## src/rtl/mio_arbiter_if.sv

```systemverilog
// Bus bundle between the MIO arbiter, its two requesters (CPU, debug/loader)
// and the single-port data RAM. The arbiter sits on the slave side.
interface mio_arbiter_if #(
    parameter int ADDR_W = 10
);
    logic              cpu_req;
    logic              cpu_we;
    logic [ADDR_W-1:0] cpu_addr;
    logic [31:0]       cpu_wdata;
    logic [31:0]       cpu_rdata;
    logic              cpu_ready;

    logic              dbg_req;
    logic              dbg_we;
    logic [ADDR_W-1:0] dbg_addr;
    logic [31:0]       dbg_wdata;
    logic [31:0]       dbg_rdata;
    logic              dbg_ack;

    logic [ADDR_W-1:0] ram_addr;
    logic [31:0]       ram_din;
    logic              ram_we;
    logic [31:0]       ram_dout;

    modport slave (
        input  cpu_req, cpu_we, cpu_addr, cpu_wdata,
        output cpu_rdata, cpu_ready,
        input  dbg_req, dbg_we, dbg_addr, dbg_wdata,
        output dbg_rdata, dbg_ack,
        output ram_addr, ram_din, ram_we,
        input  ram_dout
    );

    modport master (
        output cpu_req, cpu_we, cpu_addr, cpu_wdata,
        input  cpu_rdata, cpu_ready,
        output dbg_req, dbg_we, dbg_addr, dbg_wdata,
        input  dbg_rdata, dbg_ack,
        input  ram_addr, ram_din, ram_we,
        output ram_dout
    );
endinterface

```

## src/rtl/mio_arbiter.sv

```systemverilog
// Round-robin arbiter/sequencer sharing RAM_B between the CPU and the debug port,
// one transaction in flight, read latency absorbed as WAIT cycles.
//
// state | meaning
// IDLE  | no transaction; arbitrate and latch the winner's request
// ISSUE | drive latched address/data to RAM, ram_we pulses for writes
// WAIT  | RD_LAT cycles of RAM read latency, rdata captured on the last
// DONE  | completion to owner (dbg_ack or cpu_ready), then back to IDLE
module mio_arbiter #(
    parameter int ADDR_W = 10,
    parameter int RD_LAT = 1
) (
    input  logic           clk,
    input  logic           RSTN,
    mio_arbiter_if.slave   bus,
    output logic           busy,
    output logic           owner
);

    typedef enum logic [1:0] {
        IDLE  = 2'd0,
        ISSUE = 2'd1,
        WAIT  = 2'd2,
        DONE  = 2'd3
    } state_t;

    localparam logic [1:0] WAIT_LOAD = 2'(RD_LAT - 1);

    state_t            state;
    logic [1:0]        wait_cnt;
    logic              owner_q;
    logic              ram_we_q;
    logic [ADDR_W-1:0] ram_addr_q;
    logic [31:0]       ram_din_q;
    logic [31:0]       cpu_rdata_q;
    logic [31:0]       dbg_rdata_q;
    logic              dbg_ack_q;
    logic              grant_dbg;

    // On a tie the port that did not win last time gets the RAM.
    assign grant_dbg = bus.dbg_req & (~bus.cpu_req | ~owner_q);

    always_ff @(posedge clk or negedge RSTN) begin
        if (!RSTN) begin
            state       <= IDLE;
            wait_cnt    <= 2'd0;
            owner_q     <= 1'b1;
            ram_we_q    <= 1'b0;
            ram_addr_q  <= '0;
            ram_din_q   <= '0;
            cpu_rdata_q <= '0;
            dbg_rdata_q <= '0;
            dbg_ack_q   <= 1'b0;
        end else begin
            dbg_ack_q <= 1'b0;
            case (state)
                IDLE: begin
                    if (bus.cpu_req | bus.dbg_req) begin
                        owner_q    <= grant_dbg;
                        ram_we_q   <= grant_dbg ? bus.dbg_we    : bus.cpu_we;
                        ram_addr_q <= grant_dbg ? bus.dbg_addr  : bus.cpu_addr;
                        ram_din_q  <= grant_dbg ? bus.dbg_wdata : bus.cpu_wdata;
                        state      <= ISSUE;
                    end
                end
                ISSUE: begin
                    ram_we_q <= 1'b0;
                    if (ram_we_q) begin
                        dbg_ack_q <= owner_q;
                        state     <= DONE;
                    end else begin
                        wait_cnt <= WAIT_LOAD;
                        state    <= WAIT;
                    end
                end
                WAIT: begin
                    if (wait_cnt == 2'd0) begin
                        if (owner_q) begin
                            dbg_rdata_q <= bus.ram_dout;
                        end else begin
                            cpu_rdata_q <= bus.ram_dout;
                        end
                        dbg_ack_q <= owner_q;
                        state     <= DONE;
                    end else begin
                        wait_cnt <= wait_cnt - 2'd1;
                    end
                end
                DONE: begin
                    ram_addr_q <= '0;
                    ram_din_q  <= '0;
                    state      <= IDLE;
                end
                default: state <= IDLE;
            endcase
        end
    end

    // A CPU that is not requesting must never see a stall.
    assign bus.cpu_ready = ~bus.cpu_req | ((state == DONE) & ~owner_q);
    assign bus.cpu_rdata = cpu_rdata_q;
    assign bus.dbg_rdata = dbg_rdata_q;
    assign bus.dbg_ack   = dbg_ack_q;
    assign bus.ram_addr  = ram_addr_q;
    assign bus.ram_din   = ram_din_q;
    assign bus.ram_we    = ram_we_q;
    assign busy          = (state != IDLE);
    assign owner         = owner_q;

endmodule

```

## src/flat_wrapper.sv

```systemverilog
// flat-port wrapper written by rule: the top's interface ports become plain ports
module mio_arbiter_flat 
#(
    parameter int ADDR_W = 10,
    parameter int RD_LAT = 1
)
  (clk, RSTN, busy, owner, bus_cpu_req, bus_cpu_we, bus_cpu_addr, bus_cpu_wdata, bus_cpu_rdata, bus_cpu_ready, bus_dbg_req, bus_dbg_we, bus_dbg_addr, bus_dbg_wdata, bus_dbg_rdata, bus_dbg_ack, bus_ram_addr, bus_ram_din, bus_ram_we, bus_ram_dout);
  mio_arbiter_if #(.ADDR_W(ADDR_W)) bus_i ();
  input  logic clk;
  input  logic RSTN;
  output logic busy;
  output logic owner;
  input wire logic [$bits(bus_i.cpu_req)-1:0] bus_cpu_req;
  input wire logic [$bits(bus_i.cpu_we)-1:0] bus_cpu_we;
  input wire logic [$bits(bus_i.cpu_addr)-1:0] bus_cpu_addr;
  input wire logic [$bits(bus_i.cpu_wdata)-1:0] bus_cpu_wdata;
  output wire logic [$bits(bus_i.cpu_rdata)-1:0] bus_cpu_rdata;
  output wire logic [$bits(bus_i.cpu_ready)-1:0] bus_cpu_ready;
  input wire logic [$bits(bus_i.dbg_req)-1:0] bus_dbg_req;
  input wire logic [$bits(bus_i.dbg_we)-1:0] bus_dbg_we;
  input wire logic [$bits(bus_i.dbg_addr)-1:0] bus_dbg_addr;
  input wire logic [$bits(bus_i.dbg_wdata)-1:0] bus_dbg_wdata;
  output wire logic [$bits(bus_i.dbg_rdata)-1:0] bus_dbg_rdata;
  output wire logic [$bits(bus_i.dbg_ack)-1:0] bus_dbg_ack;
  output wire logic [$bits(bus_i.ram_addr)-1:0] bus_ram_addr;
  output wire logic [$bits(bus_i.ram_din)-1:0] bus_ram_din;
  output wire logic [$bits(bus_i.ram_we)-1:0] bus_ram_we;
  input wire logic [$bits(bus_i.ram_dout)-1:0] bus_ram_dout;
  assign bus_i.cpu_req = bus_cpu_req;
  assign bus_i.cpu_we = bus_cpu_we;
  assign bus_i.cpu_addr = bus_cpu_addr;
  assign bus_i.cpu_wdata = bus_cpu_wdata;
  assign bus_cpu_rdata = bus_i.cpu_rdata;
  assign bus_cpu_ready = bus_i.cpu_ready;
  assign bus_i.dbg_req = bus_dbg_req;
  assign bus_i.dbg_we = bus_dbg_we;
  assign bus_i.dbg_addr = bus_dbg_addr;
  assign bus_i.dbg_wdata = bus_dbg_wdata;
  assign bus_dbg_rdata = bus_i.dbg_rdata;
  assign bus_dbg_ack = bus_i.dbg_ack;
  assign bus_ram_addr = bus_i.ram_addr;
  assign bus_ram_din = bus_i.ram_din;
  assign bus_ram_we = bus_i.ram_we;
  assign bus_i.ram_dout = bus_ram_dout;
  mio_arbiter #(.ADDR_W(ADDR_W), .RD_LAT(RD_LAT)) u_core (.clk(clk), .RSTN(RSTN), .bus(bus_i), .busy(busy), .owner(owner));
endmodule
```

## config.mk

```make
export PLATFORM = sky130hd
export DESIGN_NAME = mio_arbiter_flat
export DESIGN_NICKNAME = d
export VERILOG_FILES = /design/src/rtl/mio_arbiter_if.sv /design/src/rtl/mio_arbiter.sv /design/src/flat_wrapper.sv
export SDC_FILE = /design/constraint.sdc
export NUM_CORES = 1
export LEC_CHECK = 0
export ABC_AREA = 1
export CORE_AREA = 2 2 107 119
export CTS_CLUSTER_DIAMETER = 40
export DETAILED_ROUTE_END_ITERATION = 10
export DIE_AREA = 0 0 109 121
export HOLD_SLACK_MARGIN = 0.05
export PLACE_DENSITY_LB_ADDON = 0.15
export SYNTH_ARGS = -nofsm -noshare
export SYNTH_HDL_FRONTEND = slang
export SYNTH_SLANG_ARGS = --single-unit
export TNS_END_PERCENT = 30
```

## constraint.sdc

```tcl
create_clock -name clk -period 2.6 [get_ports clk]
set_input_delay 0.78 -clock clk [delete_from_list [all_inputs] [get_ports clk]]
set_output_delay 0.78 -clock clk [all_outputs]
set_load 0.01 [all_outputs]
```

After elaboration in Yosys (flattened, before gate mapping)
Index checks and enable logic that the tools add are counted.
- output and inout bits: 111
- register bits after elaboration: 113
- word-level logic and storage cells: 56
- multiplexer cells: 19
- equality and inequality tests: 7
- $add $sub $neg: 1
- reduce and logical (&&, ||, !) cells: 13
- bitwise logic cells: 7
- operators with widths (cell ; number):
    $mux 32 ; 2
    $pmux 32 s2 ; 1
    $mux 10 ; 2
    $pmux 10 s2 ; 1
    $reduce_and 3->1 ; 3
    $mux 2 ; 4
    $pmux 2 s4 ; 1
    $reduce_and 2->1 ; 4
    $reduce_bool 2->1 ; 4
    $mux 1 ; 5
    $eq 2x2->1 const B ; 2
    $logic_not 2->1 ; 2
    $ne 2x1->1 const B ; 2
    $ne 2x2->1 const B ; 2
    $pmux 1 s2 ; 2
    $pmux 2 s2 ; 1
    $or 1x1->1 ; 3
    $and 1x1->1 ; 2
    $eq 2x1->1 const B ; 1
    $not 1->1 ; 2
    $sub 2x1->2 const B ; 1

Logic depth before layout (Yosys ltp)
- depth in word-level cells: 6
- mapped depth: 8
- gate-level depth less buffers: 7

Worst setup path after synthesis
Ideal clock, no wire load.
- path kind: register to output
- start: reg u_core.state[0]
- end: out busy
- setup slack: 952 ps
- arrival: 868 ps
- path buffers: 0
- cell stages (with the launch flop): 4
- path through: dfrtp_1 inv_1 ha_1 inv_2
- word-level cells in the longest chain between the ends: 1
- RTL lines (item ; line ; source):
    start: declaration ; mio_arbiter.sv:29 ; state_t state;
    start signal: assignment ; mio_arbiter.sv:45 ; state <= IDLE;
    start signal: assignment ; mio_arbiter.sv:63 ; state <= ISSUE;
    start signal: assignment ; mio_arbiter.sv:70 ; state <= DONE;
    $reduce_bool 2->1 ; mio_arbiter.sv:107 ; assign busy = (state != IDLE);
    end: declaration ; flat_wrapper.sv:11 ; output logic busy;
Every way passes these cells.

Worst setup path in the final report
Same ends and word-level chain as after synthesis.

==> impl_metrics.toml <==
[routing]
ant_nets = 0
drt-met1-wl_um = 6030
drt_first_pass_iters = 5
route.met3.wl_um = 1270
viasPerCell = 4.91
routed.top_layer = "met4"
routed_wirelength_um = 14600
dr.first_iter.drc_count = 305
dr_wl_met2_um = 7040
num_vias = 4992
wire_per_inst_um = 14.4
drc_errors = 0

[logic_synthesis]
ys.flop_type = "dfrtp_1"
ys_types = 22
synth_nets = 753
synthMostInstantiatedCell = "nand2_1"
syn_inst = 624
syn-cell-area_um2 = 5300
ys_ff_latch = 113
synth_top_area_cell = "dfrtp_1"
yosysSeqAreaShare = 0.533
synth_top_cells_by_count = "nand2_1, dfrtp_1, inv_1, nand3_1, o21ai_0"
syn_area_per_cell_um2 = 8.50
synth_warnings = 0
synth-edff-count = 0
async_flop_share = 1.00
synth_top_cell_area_share = 0.528
synthTopCellsByArea = "dfrtp_1, nand2_1, nand3_1"

[grt]
track_usage = 0.222
grt_overflow = 0
grt_max_degree = 65
grt_pass1_wl_um = 23000
antenna_found_initial = 0
grt_pass1_vias = 4867

[worst_setup_path]
slowest_stage = "dfrtp_1"
arrival_ps = 1670
path_class = "reg2out"
crit_path_max_fanout = 6
required_ps = 1820
worstSetupEndpointType = "primary output"
cpLargestDelayFamily = "buffers and inverters"
crit_buf_inv = 3
cpPeakStageDelay_ps = 420
crit_chain = "inv_1, ha_1, inv_2, dlygate4sd2_1"
worstSetupStartpointType = "register"

[sta]
finalCritPeriodShare = 0.941
period_minus_slack_ps = 2450
fmax_mhz = 409
worst_pin_slew_ps = 552
worst_slack_ps = 153
tns_ps = 0
fin_skew_ps = 15.3
maxSlewViolCount = 0
rsz0062_at_grt = "false"
hold_viol_final = 0
slew-limit-headroom = 0.632
setup_violations = 0

[cells_and_area]
layout.nets = 979
regArea_um2 = 2830
finish.utilization = 0.704
n_antenna_cell = 0
areaGrowthSynthToFinish_pct = 58.4
final_layout_size_suffix_gt1_frac = 0.0718
instances_no_fill = 1017
multi_input_comb_area_um2 = 1960
nFillCells = 916

[power]
power_frac_seq = 0.312
swShare = 0.346
p_leak_nw = 4.08
netSwitchingPower_w = 0.00337
power_frac_clock = 0.249
pwr_density_cell_nw_per_um2 = 1160
ir_drop_mv = 0.561
total_power_w = 0.00974
p_comb_frac = 0.439
internal-power_w = 0.00636

[placement]
hpwlAfterDp_um = 10300
gp_congestion = 0.853
dpl_worst_slack_ps = 20.5
io_buffers = 232
dp_cells = 985

[clocking]
cts_tree = "yes"
post_cts.repair.setup_buffers = 0
cts_max_path_buffers = 2
htree_levels = 4
cts_root_buffer = "clkbuf_16"
clock-sinks = 113
cts_buffers = 17
clk-insertion-delay-late_ps = 400
clk_pin_slew_ps = 50

[flow_run]
timing.max_cap.violations = 0

[status]
outcome = "finished, final reports clean"

[floorplan]
die_y_um = 121
die_width_um = 109
dieArea_um2 = 13200
io_pins = 233
core_um2 = 11900
initial_core_util = 0.445
row_count = 42

[min_path]
hold_class = "in2async"
## logic make-up after synthesis
group | after synthesis | synth area share
buffers and inverters | 122 | 0.0981
and+or+nand+nor | 311 | 0.284
DFF | 113 | 0.533
adders and majority gates | 7 | 0.0165
AOI/OAI and AO/OA | 71 | 0.0677
## flip-flops by register name (all words and copies together), names as in the netlist
name and flops:
u_core.wait_cnt 2, u_core.owner 1, u_core.bus.dbg_rdata 32, u_core.bus.cpu_rdata 32, u_core.bus.ram_addr 10, u_core.state 2, u_core.bus.dbg_ack 1, u_core.bus.ram_din 32
u_core.bus.ram_we 1
## metrics by stage
stage | hold slack (ps) | instance area (um2)
6_report | 322 | 8400
3_3_place_gp | 463 | 7770
3_5_place_dp | 473 | 7770
4_1_cts | 325 | 8400
5_1_grt | 347 | 8400
2_1_floorplan | 449 | 5300
## repair_timing
item / in CTS / in global routing
resized for setup: 1 / 1
hold buffers: 0 / 0
hold endpoints to repair: 0 / 0
setup endpoints to repair: 1 / 1
## path summary, 6_finish.rpt
path / from / to / slack (ps) / cells past startpoint
max in group asynchronous: RSTN / u_core.bus.cpu_rdata[8] / 1580 / 2
setup reg to reg: u_core.state[0] / u_core.bus.dbg_rdata[27] / 760 / 7
setup / recovery: u_core.state[0] / busy / 150 / 4
hold reg to reg: u_core.bus.cpu_rdata[0] / u_core.bus.cpu_rdata[0] / 480 / 2
min in group clk: u_core.bus.cpu_rdata[0] / u_core.bus.cpu_rdata[0] / 480 / 2
hold / removal: RSTN / u_core.bus.cpu_rdata[11] / 320 / 1
## routing by layer
layer / vias to the layer above / GRT usage
met5: - / 0
met1: 2325 / 0.276
met4: 0 / 0.0825
met3: 16 / 0.0704
met2: 212 / 0.361
li1: 2439 / -
## cells in the final DEF (no fill, tap or decap), drive strengths merged
cell / count
a21oi: 2
buf: 13
bufinv: 4
clkbuf: 19
clkdlybuf4s50: 229
clkinv: 3
clkinvlp: 5
dfrtp: 112
dfstp: 1
dlygate4sd2: 1
dlymetal6s2s: 1
ha: 7
inv: 86
nand2: 175
nand3: 88
nand3b: 43
nor2: 3
nor3: 2
o21ai: 69
## layout make-up
type / instances / area share
clock buffer: 19 / 0.0527
clock inverter: 13 / 0.0220
inverter: 85 / 0.0380
multi-input combinational: 389 / 0.233
sequential: 113 / 0.337
tap: 154 / 0.0229
timing repair buffer: 244 / 0.294
## power groups by stage
stage	logic (W)	registers (W)	clock network, W
6_report	0.00427	0.00304	0.00242
3_3_place_gp	0.00420	0.00303	0
5_1_grt	0.00471	0.00314	0.00257
4_1_cts	0.00432	0.00304	0.00247
2_1_floorplan	0.00166	0.00338	0
3_5_place_dp	0.00431	0.00305	0
Power figures use the tool's default switching activity.
